<file path="config.mk">
export PLATFORM = sky130hd
export DESIGN_NAME = hazard_control_unit
export DESIGN_NICKNAME = d
export VERILOG_FILES = /design/src/rtl/hazard_pkg.sv /design/src/rtl/load_use_detect.sv /design/src/rtl/hazard_control_unit.sv
export SDC_FILE = /design/constraint.sdc
export NUM_CORES = 1
export LEC_CHECK = 0
export BUFFER_PORTS_ARGS = -buffer_cell sky130_fd_sc_hd__buf_2
export CAP_MARGIN = 25
export CORE_UTILIZATION = 45
export DETAILED_ROUTE_END_ITERATION = 6
export PLACE_DENSITY = 0.74
export SETUP_SLACK_MARGIN = 0.1
export SKIP_CTS_REPAIR_TIMING = 1
export SLEW_MARGIN = 20
export SYNTH_ARGS = -nofsm -noshare
export SYNTH_HDL_FRONTEND = slang
export SYNTH_SLANG_ARGS = --single-unit
</file>
<file path="constraint.sdc">
create_clock -name clk -period 2.65 [get_ports clk]
set_clock_uncertainty 0.05 [all_clocks]
set_input_delay 0.53 -clock clk [delete_from_list [all_inputs] [get_ports clk]]
set_output_delay 0.53 -clock clk [all_outputs]
set_load 0.02 [all_outputs]
</file>
<file path="src/rtl/hazard_pkg.sv">
// Shared types for the hazard control unit: FSM state encoding, pipeline control bundle,
// and the default memory-wait timeout.
package hazard_pkg;

  typedef enum logic [1:0] {
    RUN      = 2'd0,
    MEM_WAIT = 2'd1,
    HALTED   = 2'd2
  } hcu_state_t;

  localparam int MEM_TIMEOUT_DEFAULT = 64;

  typedef struct packed {
    logic pc_write;
    logic if_id_write;
    logic id_ex_write;
    logic ex_mem_write;
    logic mem_wb_write;
    logic if_id_flush;
    logic id_ex_bubble;
  } ctrl_t;

  localparam ctrl_t CTRL_NORMAL   = '{1'b1, 1'b1, 1'b1, 1'b1, 1'b1, 1'b0, 1'b0};
  localparam ctrl_t CTRL_FROZEN   = '{1'b0, 1'b0, 1'b0, 1'b0, 1'b0, 1'b0, 1'b0};
  localparam ctrl_t CTRL_FLUSH    = '{1'b1, 1'b1, 1'b1, 1'b1, 1'b1, 1'b1, 1'b1};
  localparam ctrl_t CTRL_LOAD_USE = '{1'b0, 1'b0, 1'b1, 1'b1, 1'b1, 1'b0, 1'b1};

endpackage

</file>
<file path="src/rtl/load_use_detect.sv">
// Combinational detector for a load in EX whose destination is read by the instruction in ID.
module load_use_detect (
  input  logic [4:0] ID_rs1,
  input  logic [4:0] ID_rs2,
  input  logic       ID_use_rs1,
  input  logic       ID_use_rs2,
  input  logic       ID_EX_mem_read,
  input  logic [4:0] ID_EX_rd,
  output logic       load_use
);

  // x0 is hard-wired to zero, so a load targeting it never creates a dependency.
  assign load_use = ID_EX_mem_read && (ID_EX_rd != 5'd0) &&
                    ((ID_use_rs1 && (ID_rs1 == ID_EX_rd)) ||
                     (ID_use_rs2 && (ID_rs2 == ID_EX_rd)));

endmodule

</file>
<file path="src/rtl/hazard_control_unit.sv">
// Pipeline hazard controller: freeze on data-memory wait, flush on mispredict, one-cycle
// load-use stall, sticky halt/error. Optional statistics counters under HAZARD_STATS_EN.
module hazard_control_unit
  import hazard_pkg::*;
#(
  parameter int MEM_TIMEOUT = MEM_TIMEOUT_DEFAULT,
  parameter int CNT_W       = 32
) (
  input  logic             clk,
  input  logic             reset_n,
  input  logic [4:0]       ID_rs1,
  input  logic [4:0]       ID_rs2,
  input  logic             ID_use_rs1,
  input  logic             ID_use_rs2,
  input  logic             ID_EX_mem_read,
  input  logic [4:0]       ID_EX_rd,
  input  logic             EX_mispredict,
  input  logic             MEM_dmem_req,
  input  logic             dmem_ready,
  input  logic             WB_halt,
  output logic             PC_write,
  output logic             IF_ID_write,
  output logic             ID_EX_write,
  output logic             EX_MEM_write,
  output logic             MEM_WB_write,
  output logic             IF_ID_flush,
  output logic             ID_EX_bubble,
  output logic             is_halted,
  output logic             mem_error
`ifdef HAZARD_STATS_EN
  ,
  output logic [CNT_W-1:0] stall_count,
  output logic [CNT_W-1:0] flush_count,
  output logic [CNT_W-1:0] freeze_count
`endif
);

  localparam int WAIT_W = $clog2(MEM_TIMEOUT + 1);
  localparam logic [WAIT_W-1:0] WAIT_LIMIT = WAIT_W'(MEM_TIMEOUT);
  localparam logic [WAIT_W-1:0] WAIT_ONE   = WAIT_W'(1);

  hcu_state_t        state;
  logic [WAIT_W-1:0] wait_cnt;
  logic [WAIT_W-1:0] wait_inc;
  logic              load_use;
  logic              running;
  logic              freeze;
  logic              stall_evt;
  logic              flush_evt;
  ctrl_t             ctrl;

  load_use_detect u_load_use_detect (
    .ID_rs1         (ID_rs1),
    .ID_rs2         (ID_rs2),
    .ID_use_rs1     (ID_use_rs1),
    .ID_use_rs2     (ID_use_rs2),
    .ID_EX_mem_read (ID_EX_mem_read),
    .ID_EX_rd       (ID_EX_rd),
    .load_use       (load_use)
  );

  // While reset is held the outputs behave as in RUN, even if the FSM is still HALTED.
  assign running   = !reset_n || (state != HALTED);
  assign freeze    = running && MEM_dmem_req && !dmem_ready;
  assign stall_evt = running && !freeze && !EX_mispredict && load_use;
  assign flush_evt = running && !freeze && EX_mispredict;
  assign wait_inc  = wait_cnt + WAIT_ONE;

  // NOTE: ctrl gets a default before any branch so no path leaves it unassigned (no latch).
  always_comb begin
    ctrl = CTRL_NORMAL;
    if (!running || freeze) ctrl = CTRL_FROZEN;
    else if (EX_mispredict)  ctrl = CTRL_FLUSH;
    else if (load_use)       ctrl = CTRL_LOAD_USE;
  end

  assign PC_write     = ctrl.pc_write;
  assign IF_ID_write  = ctrl.if_id_write;
  assign ID_EX_write  = ctrl.id_ex_write;
  assign EX_MEM_write = ctrl.ex_mem_write;
  assign MEM_WB_write = ctrl.mem_wb_write;
  assign IF_ID_flush  = ctrl.if_id_flush;
  assign ID_EX_bubble = ctrl.id_ex_bubble;

  // NOTE: state registers use non-blocking assignments so every flop samples pre-edge values.
  always_ff @(posedge clk) begin
    if (!reset_n) begin
      state     <= RUN;
      wait_cnt  <= '0;
      is_halted <= 1'b0;
      mem_error <= 1'b0;
    end else begin
      unique case (state)
        RUN: begin
          if (freeze) begin
            wait_cnt <= WAIT_ONE;
            if (WAIT_ONE >= WAIT_LIMIT) begin
              mem_error <= 1'b1;
              state     <= HALTED;
            end else begin
              state <= MEM_WAIT;
            end
          end else if (WB_halt) begin
            is_halted <= 1'b1;
            state     <= HALTED;
          end
        end
        MEM_WAIT: begin
          // WB is frozen here, so a pending WB_halt is acted on once back in RUN.
          if (freeze) begin
            wait_cnt <= wait_inc;
            if (wait_inc >= WAIT_LIMIT) begin
              mem_error <= 1'b1;
              state     <= HALTED;
            end
          end else begin
            state <= RUN;
          end
        end
        HALTED:  state <= HALTED;
        default: state <= RUN;
      endcase
    end
  end

`ifdef HAZARD_STATS_EN
  localparam logic [CNT_W-1:0] CNT_ONE = CNT_W'(1);

  always_ff @(posedge clk) begin
    if (!reset_n) begin
      stall_count  <= '0;
      flush_count  <= '0;
      freeze_count <= '0;
    end else begin
      if (stall_evt && (stall_count != '1))   stall_count  <= stall_count + CNT_ONE;
      if (flush_evt && (flush_count != '1))   flush_count  <= flush_count + CNT_ONE;
      if (freeze && (freeze_count != '1))     freeze_count <= freeze_count + CNT_ONE;
    end
  end
`else
  logic unused_evt;
  assign unused_evt = stall_evt ^ flush_evt;
`endif

endmodule
</file>
-- Word level (Yosys, flattened, before mapping)
Index checks and enable logic that the tools add are counted.
- flip-flop bits (word level): 11
- input port bits: 24
- output and inout port bits: 9
- $add $sub $neg: 1
- magnitude comparators: 1
- equality and inequality tests: 9
- muxes and demuxes: 11
- bitwise gates (word level): 1
- reductions and logical operators: 19
- operator list (cell ; number):
    $mux 7 ; 5
    $pmux 7 s2 ; 1
    $eq 5x5->1 ; 2
    $reduce_and 3->1 ; 3
    $mux 2 ; 4
    $add 7x1->7 const B ; 1
    $ge 7x7->1 const B ; 1
    $logic_and 1x1->1 ; 6
    $ne 2x2->1 const B ; 3
    $ne 3x3->1 const B ; 2
    $pmux 2 s3 ; 1
    $reduce_bool 5->1 ; 1
    $logic_not 1->1 ; 3
    $logic_or 1x1->1 ; 3
    $eq 2x1->1 const B ; 1
    $eq 2x2->1 const B ; 1
    $logic_not 2->1 ; 1
    $reduce_and 2->1 ; 1
    $reduce_bool 2->1 ; 1
    $not 1->1 ; 1

-- Longest topological paths before layout
Gate-level depths: netlist of the first run.
- word-level depth: 7
- gate-level depth with buffers: 5

-- Modules after synthesis
From an unflattened synthesis of the first run, not the netlist that was laid out.
- cell total of the unflattened synthesis: 89
- area total of the unflattened synthesis: 753.2 µm²
- modules (own cells, without submodules) (module ; times used ; cells an instance ; area an instance (µm²)):
    hazard_control_unit ; 1 ; 72 ; 619.3
    load_use_detect ; 1 ; 17 ; 133.9

-- Least setup slack after synthesis of the first run
OpenSTA, ideal clock, no wires.
- path kind: input -> output
- from: input port reset_n
- to: output port ID_EX_bubble
- data arrival time: 1.707 ns
- data required time: 2.070 ns
- slack: 0.363 ns
- stages on the path: 3
- buffers on the path: 0
- path through: a32oi_1 and2_1 o21bai_1
- longest elaborated chain between the ends: 6
- elaborated cells between the ends (all ways): 7
- classes of those cells: mux (1); reduce/logical (6)
- ends and longest elaborated chain (what ; line ; text):
    start: declaration ; hazard_control_unit.sv:10 ; input logic reset_n,
    $logic_not 1->1 * ; n/a ;
    $logic_or 1x1->1 * ; hazard_control_unit.sv:63 ; assign running = !reset_n || (state != HALTED);
    $logic_and 1x1->1 (2 in a row) ; hazard_control_unit.sv:64 ; assign freeze = running && MEM_dmem_req && !dmem_ready;
    $logic_or 1x1->1 * ; hazard_control_unit.sv:72 ; if (!running || freeze) ctrl = CTRL_FROZEN;
    $mux 7 * ; hazard_control_unit.sv:72 ;
    end: declaration ; hazard_control_unit.sv:27 ; output logic ID_EX_bubble,
Every way passes the cells marked *; elsewhere a longest branch is shown, timed or not.

-- Final worst setup path of the first run
- from: input port ID_EX_rd[3]
- to: output port IF_ID_write
- longest elaborated chain between the ends: 7
- elaborated cells between the ends (all ways): 11
- classes of those cells: eq/ne (2); mux (3); reduce/logical (6)
- ends and longest elaborated chain (what ; line ; text):
    start: declaration ; hazard_control_unit.sv:16 ; input logic [4:0] ID_EX_rd,
    $eq 5x5->1 (on tied branches) ; load_use_detect.sv:14, load_use_detect.sv:15 ;
    $logic_and 1x1->1 (on tied branches) ; load_use_detect.sv:14, load_use_detect.sv:15 ;
    $logic_or 1x1->1 ; load_use_detect.sv:14 ; ((ID_use_rs1 && (ID_rs1 == ID_EX_rd)) ||
    $logic_and 1x1->1 * ; load_use_detect.sv:13 ; assign load_use = ID_EX_mem_read && (ID_EX_rd != 5'd0) &&
    $mux 7 * ; hazard_control_unit.sv:74 ; else if (load_use) ctrl = CTRL_LOAD_USE;
    $mux 7 * ; hazard_control_unit.sv:73 ; else if (EX_mispredict) ctrl = CTRL_FLUSH;
    $mux 7 * ; hazard_control_unit.sv:72 ;
    end: declaration ; hazard_control_unit.sv:22 ; output logic IF_ID_write,
Marked as above.

==> flow_summary.toml, run 1 <==
[critical_path]
r2r_cells = 5
timing.rr.end = "state[1]"
endpoint_kind = "output pin"
crit_chain = "buf_2 > xor2_1 > nor4_1 > a32oi_1 > o31a_1 > buf_2"
critPathLaunch = "ID_EX_rd[3]"
cp_slowest_cell = "o31a_1"
path_max_fanout = 3
rrSetupSlack_ns = 1.12
criticalPathCategory = "primary input to output pin"
worstSetupStartpointType = "primary input"
cp-endpoint = "IF_ID_write"
arrival_ns = 1.75
slowest_delay_ns = 0.31
crit_top_cell = "buf_2"
r2r-start = "wait_cnt[0]"
critical_path_required_ns = 2.07

[cts]
cts_made_buffers = 3
htree_levels = 1
cts_tree = "done"
cts-root-buf = "clkbuf_4"
cts_max_path_buffers = 2
clkLatencyLatePin_ns = 0.27
clkTransAtPathRegs_ns = 0.08
cts.sinks = 11

[finish]
syn_to_final_growth_pct = 20.8
n_antenna_cell = 0
drive_above_1_share = 0.381
layoutNonFillerInstCount = 134
layout.nets = 144

[drt]
vias_per_cell = 5.30
wl_per_cell_um = 11.4
met2_length_um = 791
drtAntennaViolNets = 0
maxUsedRoutingLayer = "met3"
wl_um = 1530
wl_met1_um = 651
num_vias = 710
drc = 0
wl_met3_um = 91
drtIter0Drc = 8
drt_pass1_iterations = 4

[global_route]
grt.overflow.total = 0
grtUsageTotal = 0.187
grt_max_degree = 13
grt_pass1_wl_um = 2640
antenna_found_initial = 0
grt_pass1_vias = 659

[timing]
fin_hold_ws_ns = 0.424
setup_viol = 0
final-hold-violation-count = 0
rsz0062_at_grt = "no"
maxSlewViolCount = 0
worst_pin_slew_ns = 0.406
post-route-min-period_ns = 2.33
slew_headroom = 0.730
period_share = 0.880
final.setup.tns_ns = 0
fmax_mhz = 429

[place]
dpl.hpwl_um = 1250
dp.cells = 130
place.gp.congestion = 0.796
portBuffers = 32

[logic_synthesis]
ys_top_cells_by_area = "dfxtp_1 29%, xor2_1 9.2%, o21a_1 5.9%"
syn_avg_cell_area_um2 = 8.73
synthArstFlopShare = 0
syn_nets = 112
netlist-cell-type-count = 38
yosys.area.top_type_share = 0.290
synth_area_um2 = 759
synth_edf_count = 0
synth.ff_latch_count = 11
yosys_warnings = 0
synth-main-ff-cell = "dfxtp_1"
ys_seq_area_frac = 0.290
netlist.top_cell.by_area = "dfxtp_1"
syn_inst = 87

[die]
io_pins = 33
rows = 14
die_area_um2 = 1860
core_um2 = 1540
dieWidth_um = 43.1
start_util = 0.493
die_y_um = 43.1

[power_and_ir_drop]
powerDensity_nw_per_um2 = 410
p_leak_nw = 0.386
peakVddDrop_mv = 0.307

[run_status]
status = "completed"

[job]
maxCapViolations = 0

[hold_path]
hold_path.class = "flip-flop to flip-flop"
## per-stage QoR
step | area [um2] | power (W) | util | setup WS, ns
finish | 917 | 0.000376 | 0.595 | 0.317
global route | 917 | 0.000398 | 0.595 | 0.277
CTS | 917 | 0.000381 | 0.595 | 0.309
detailed placement | 890 | 0.000264 | 0.577 | 0.312
global placement | 890 | 0.000262 | 0.577 | 0.340
floorplan | 759 | 0.000234 | - | 0.363
## cell families (layout without fill, tap and decap cells)
family,after synthesis,after routing,share of synthesized area
and+or+nand+nor,31,31,0.255
AOI/OAI and AO/OA,26,26,0.237
DFF,11,11,0.290
xor gates and xnor gates,10,10,0.115
buffers and inverters,8,39,0.0857
adders and majority gates,1,1,0.0165
## layout by cell type, fill, tap and decap left out, drive strengths merged
cell type and count:
a21oi 4, nand2b 1, nor4 3, clkinv 1, nand3 3, and2 4
o21bai 1, or4 1, o21a 6, xor2 8, dfxtp 11, ha 1
a21boi 4, nor3 3, buf 33, nor3b 2, a31oi 1, or3 1
nor2b 1, o211ai 1, or3b 1, and2b 1, clkbuf 3, o31a 1
xnor2 2, inv 2, a32oi 2, nor2 2, nand2 8, o21ai 6
## synthesized netlist by cell type (all sizes together) (3+ instances only)
| library cell | instances |
|---|---|
| a21boi | 4 |
| o21a | 6 |
| buf | 5 |
| o21ai | 6 |
| dfxtp | 11 |
| nand3 | 3 |
| and2 | 4 |
| xor2 | 8 |
| nor3 | 3 |
| nor4 | 3 |
| nand2 | 8 |
| a21oi | 4 |
## worst max-delay path, delay by kind of cell
kind	cells	cell delay, ns
AOI/OAI and AO/OA	2	0.49
and+or+nand+nor	1	0.30
buffers and inverters	2	0.28
xor gates and xnor gates	1	0.15
## flip-flops by register name (all words and copies together), names as in the netlist
signal     flops
wait_cnt       7
state          2
is_halted      1
mem_error      1
## report_power, final
group	leakage [nW]	internal [W]	switching [W]
logic	0.278	0.0000387	0.0000475
registers	0.0894	0.000170	0.00000399
clock network	0.0177	0.0000559	0.0000601
## layout make-up
type / count / area [um2]
Clock buffer: 3 / 22.5
Sequential cell: 11 / 220
Timing Repair Buffer: 33 / 168
Fill cell: 145 / 624
Multi-Input combinational cell: 68 / 474
Inverter: 2 / 7.51
Tap cell: 16 / 20.0
Clock inverter: 1 / 5.00
## routing by layer
layer | GRT usage | up-vias
met3 | 0.0681 | 0
met5 | 0 | -
li1 | - | 369
met1 | 0.224 | 320
met2 | 0.319 | 21
met4 | 0.0364 | 0
## how the worst min path moves through the flow
stage                      from          end  slack [ns]  cells after the start
floorplan           wait_cnt[1]  wait_cnt[1]        0.41                      2
CTS                   is_halted    is_halted        0.43                      1
detailed placement    mem_error    mem_error        0.40                      1
finish                mem_error    mem_error        0.42                      1
global route          is_halted    is_halted        0.44                      1
global placement      mem_error    mem_error        0.40                      1
(Power assumes the default switching activity.)
==> run 2: changes to the inputs <==
--- a/config.mk
+++ b/config.mk
@@ -9,7 +9,7 @@
 export CAP_MARGIN = 25
 export CORE_UTILIZATION = 45
 export DETAILED_ROUTE_END_ITERATION = 6
-export PLACE_DENSITY = 0.74
+export PLACE_DENSITY = 0.72
 export SETUP_SLACK_MARGIN = 0.1
 export SKIP_CTS_REPAIR_TIMING = 1
 export SLEW_MARGIN = 20
==> run 2 against run 1 <==
  * Wire length up 4.3%
  * Cell area down 0.82%
  * Non-clock buffer count down 1
  * Clock power about the same
  * Count of clock-buffer cells in the layout unchanged
==> flow_summary.toml, run 2 (synthesis gave the netlist of run 1 again) <==
[critical_path]
path_max_fanout = 3
timing.rr.end = "wait_cnt[6]"
critical_path_required_ns = 2.07
worstSetupStartpointType = "primary input"
r2r-start = "wait_cnt[0]"
arrival_ns = 1.78
criticalPathCategory = "primary input to output pin"
endpoint_kind = "output pin"
r2r_cells = 5
rrSetupSlack_ns = 1.09

[finish]
n_antenna_cell = 0
final_common_cell = "buf_2"
largest_reg_flops = 7
multiInputGateArea_um2 = 474
regArea_um2 = 220
layout.nets = 143
drive_above_1_share = 0.376
layoutNonFillerInstCount = 133
nFillCells = 144
final_cell_mix = "32 x buf_2, 11 x dfxtp_1, 8 x xor2_1, 8 x nand2_1, 6 x o21a_1"
regMostFlops = "wait_cnt"
top_regs = "wait_cnt x7, state x2"
syn_to_final_growth_pct = 19.8

[global_route]
grt_pass1_wl_um = 2650
grt_pass1_vias = 665
antenna_found_initial = 0
grt.overflow.total = 0
grt_max_degree = 13
grtUsageTotal = 0.189

[drt]
num_vias = 739
wl_met3_um = 79
wl_per_cell_um = 12.0
drc = 0
wl_met1_um = 702
vias_per_cell = 5.56
drtAntennaViolNets = 0
met2_length_um = 805
drtIter0Drc = 14
wl_um = 1600
drt_pass1_iterations = 4
maxUsedRoutingLayer = "met4"

[die]
die_y_um = 43.1
dieWidth_um = 43.1
rows = 14
die_area_um2 = 1860
io_pins = 33
core_um2 = 1540
start_util = 0.493

[run_status]
status = "completed"

[power_and_ir_drop]
power.switching_w = 0.000115
clkPwrFrac = 0.314
powerDensity_nw_per_um2 = 416
comb_power_share = 0.225
p_leak_nw = 0.380
p_int_w = 0.000263
seqPwrFrac = 0.462
switching_share = 0.303
peakVddDrop_mv = 0.282

[timing]
fin_hold_ws_ns = 0.417
rsz0062_at_grt = "no"
setup_viol = 0
final-hold-violation-count = 0
maxSlewViolCount = 0
slew_headroom = 0.711
final.setup.tns_ns = 0
period_share = 0.889
post-route-min-period_ns = 2.36
fmax_mhz = 424
worst_pin_slew_ns = 0.433

[cts]
clkTransAtPathRegs_ns = 0.08
cts_tree = "done"
htree_levels = 1
clkLatencyLatePin_ns = 0.28
cts-root-buf = "clkbuf_4"
cts.sinks = 11
cts_made_buffers = 3
cts_max_path_buffers = 2

[hold_path]
holdPathStages = 1
hp-start = "mem_error"
hold_end = "mem_error"
hold_path.class = "flip-flop to flip-flop"

[place]
portBuffers = 32
place.gp.congestion = 0.808
dp.cells = 129
dpl.hpwl_um = 1240

[job]
maxCapViolations = 0
==> run 2: changes by cell type in the layout (fill, tap and decap cells not counted) <==
cell / delta
buf_4: -1
==> run 2: layout make-up <==
type / count / share of cell area
multi-input combinational: 68 / 0.521
sequential: 11 / 0.242
timing repair buffer: 32 / 0.176
clock buffer: 3 / 0.0248
tap: 16 / 0.0220
inverter: 2 / 0.00825
clock inverter: 1 / 0.00550
==> run 2: per-stage QoR <==
step | instance area [um2] | util | power, W | setup slack (ns)
2_1_floorplan | 759 | - | 0.000234 | 0.363
3_3_place_gp | 882 | 0.572 | 0.000261 | 0.349
3_5_place_dp | 882 | 0.572 | 0.000263 | 0.311
4_1_cts | 910 | 0.590 | 0.000382 | 0.304
5_1_grt | 910 | 0.590 | 0.000398 | 0.189
6_report | 910 | 0.590 | 0.000378 | 0.293
==> run 2: power by group through the flow <==
stage / Combinational (W) / Sequential, W / Clock, W
detailed placement: 0.0000848 / 0.000178 / 0
global placement: 0.0000829 / 0.000178 / 0
global route: 0.0000922 / 0.000175 / 0.000130
finish: 0.0000849 / 0.000175 / 0.000119
CTS: 0.0000854 / 0.000175 / 0.000122
floorplan: 0.0000565 / 0.000178 / 0
==> run 2: worst max path at each step <==
stage | start | endpoint | slack, ns | depth (start not counted)
after detailed placement | ID_EX_rd[3] | IF_ID_write | 0.31 | 6
after CTS | ID_EX_rd[3] | IF_ID_write | 0.30 | 6
after floorplan | reset_n | ID_EX_bubble | 0.36 | 3
final | ID_EX_rd[3] | IF_ID_write | 0.29 | 6
after global routing | state[0] | ID_EX_bubble | 0.19 | 5
after global placement | ID_EX_rd[3] | PC_write | 0.35 | 6
==> run 2: critical path, cell delays in order <==
cell and delay [ns]:
buf_2 0.12, xor2_1 0.15, nor4_1 0.30, a32oi_1 0.19, o31a_1 0.32, buf_2 0.16
==> run 2: layer usage <==
layer  GRT usage  up-vias
li1            -      366
met1       0.224      351
met2       0.304       20
met3      0.0723        2
met4      0.0727        0
met5           0        -
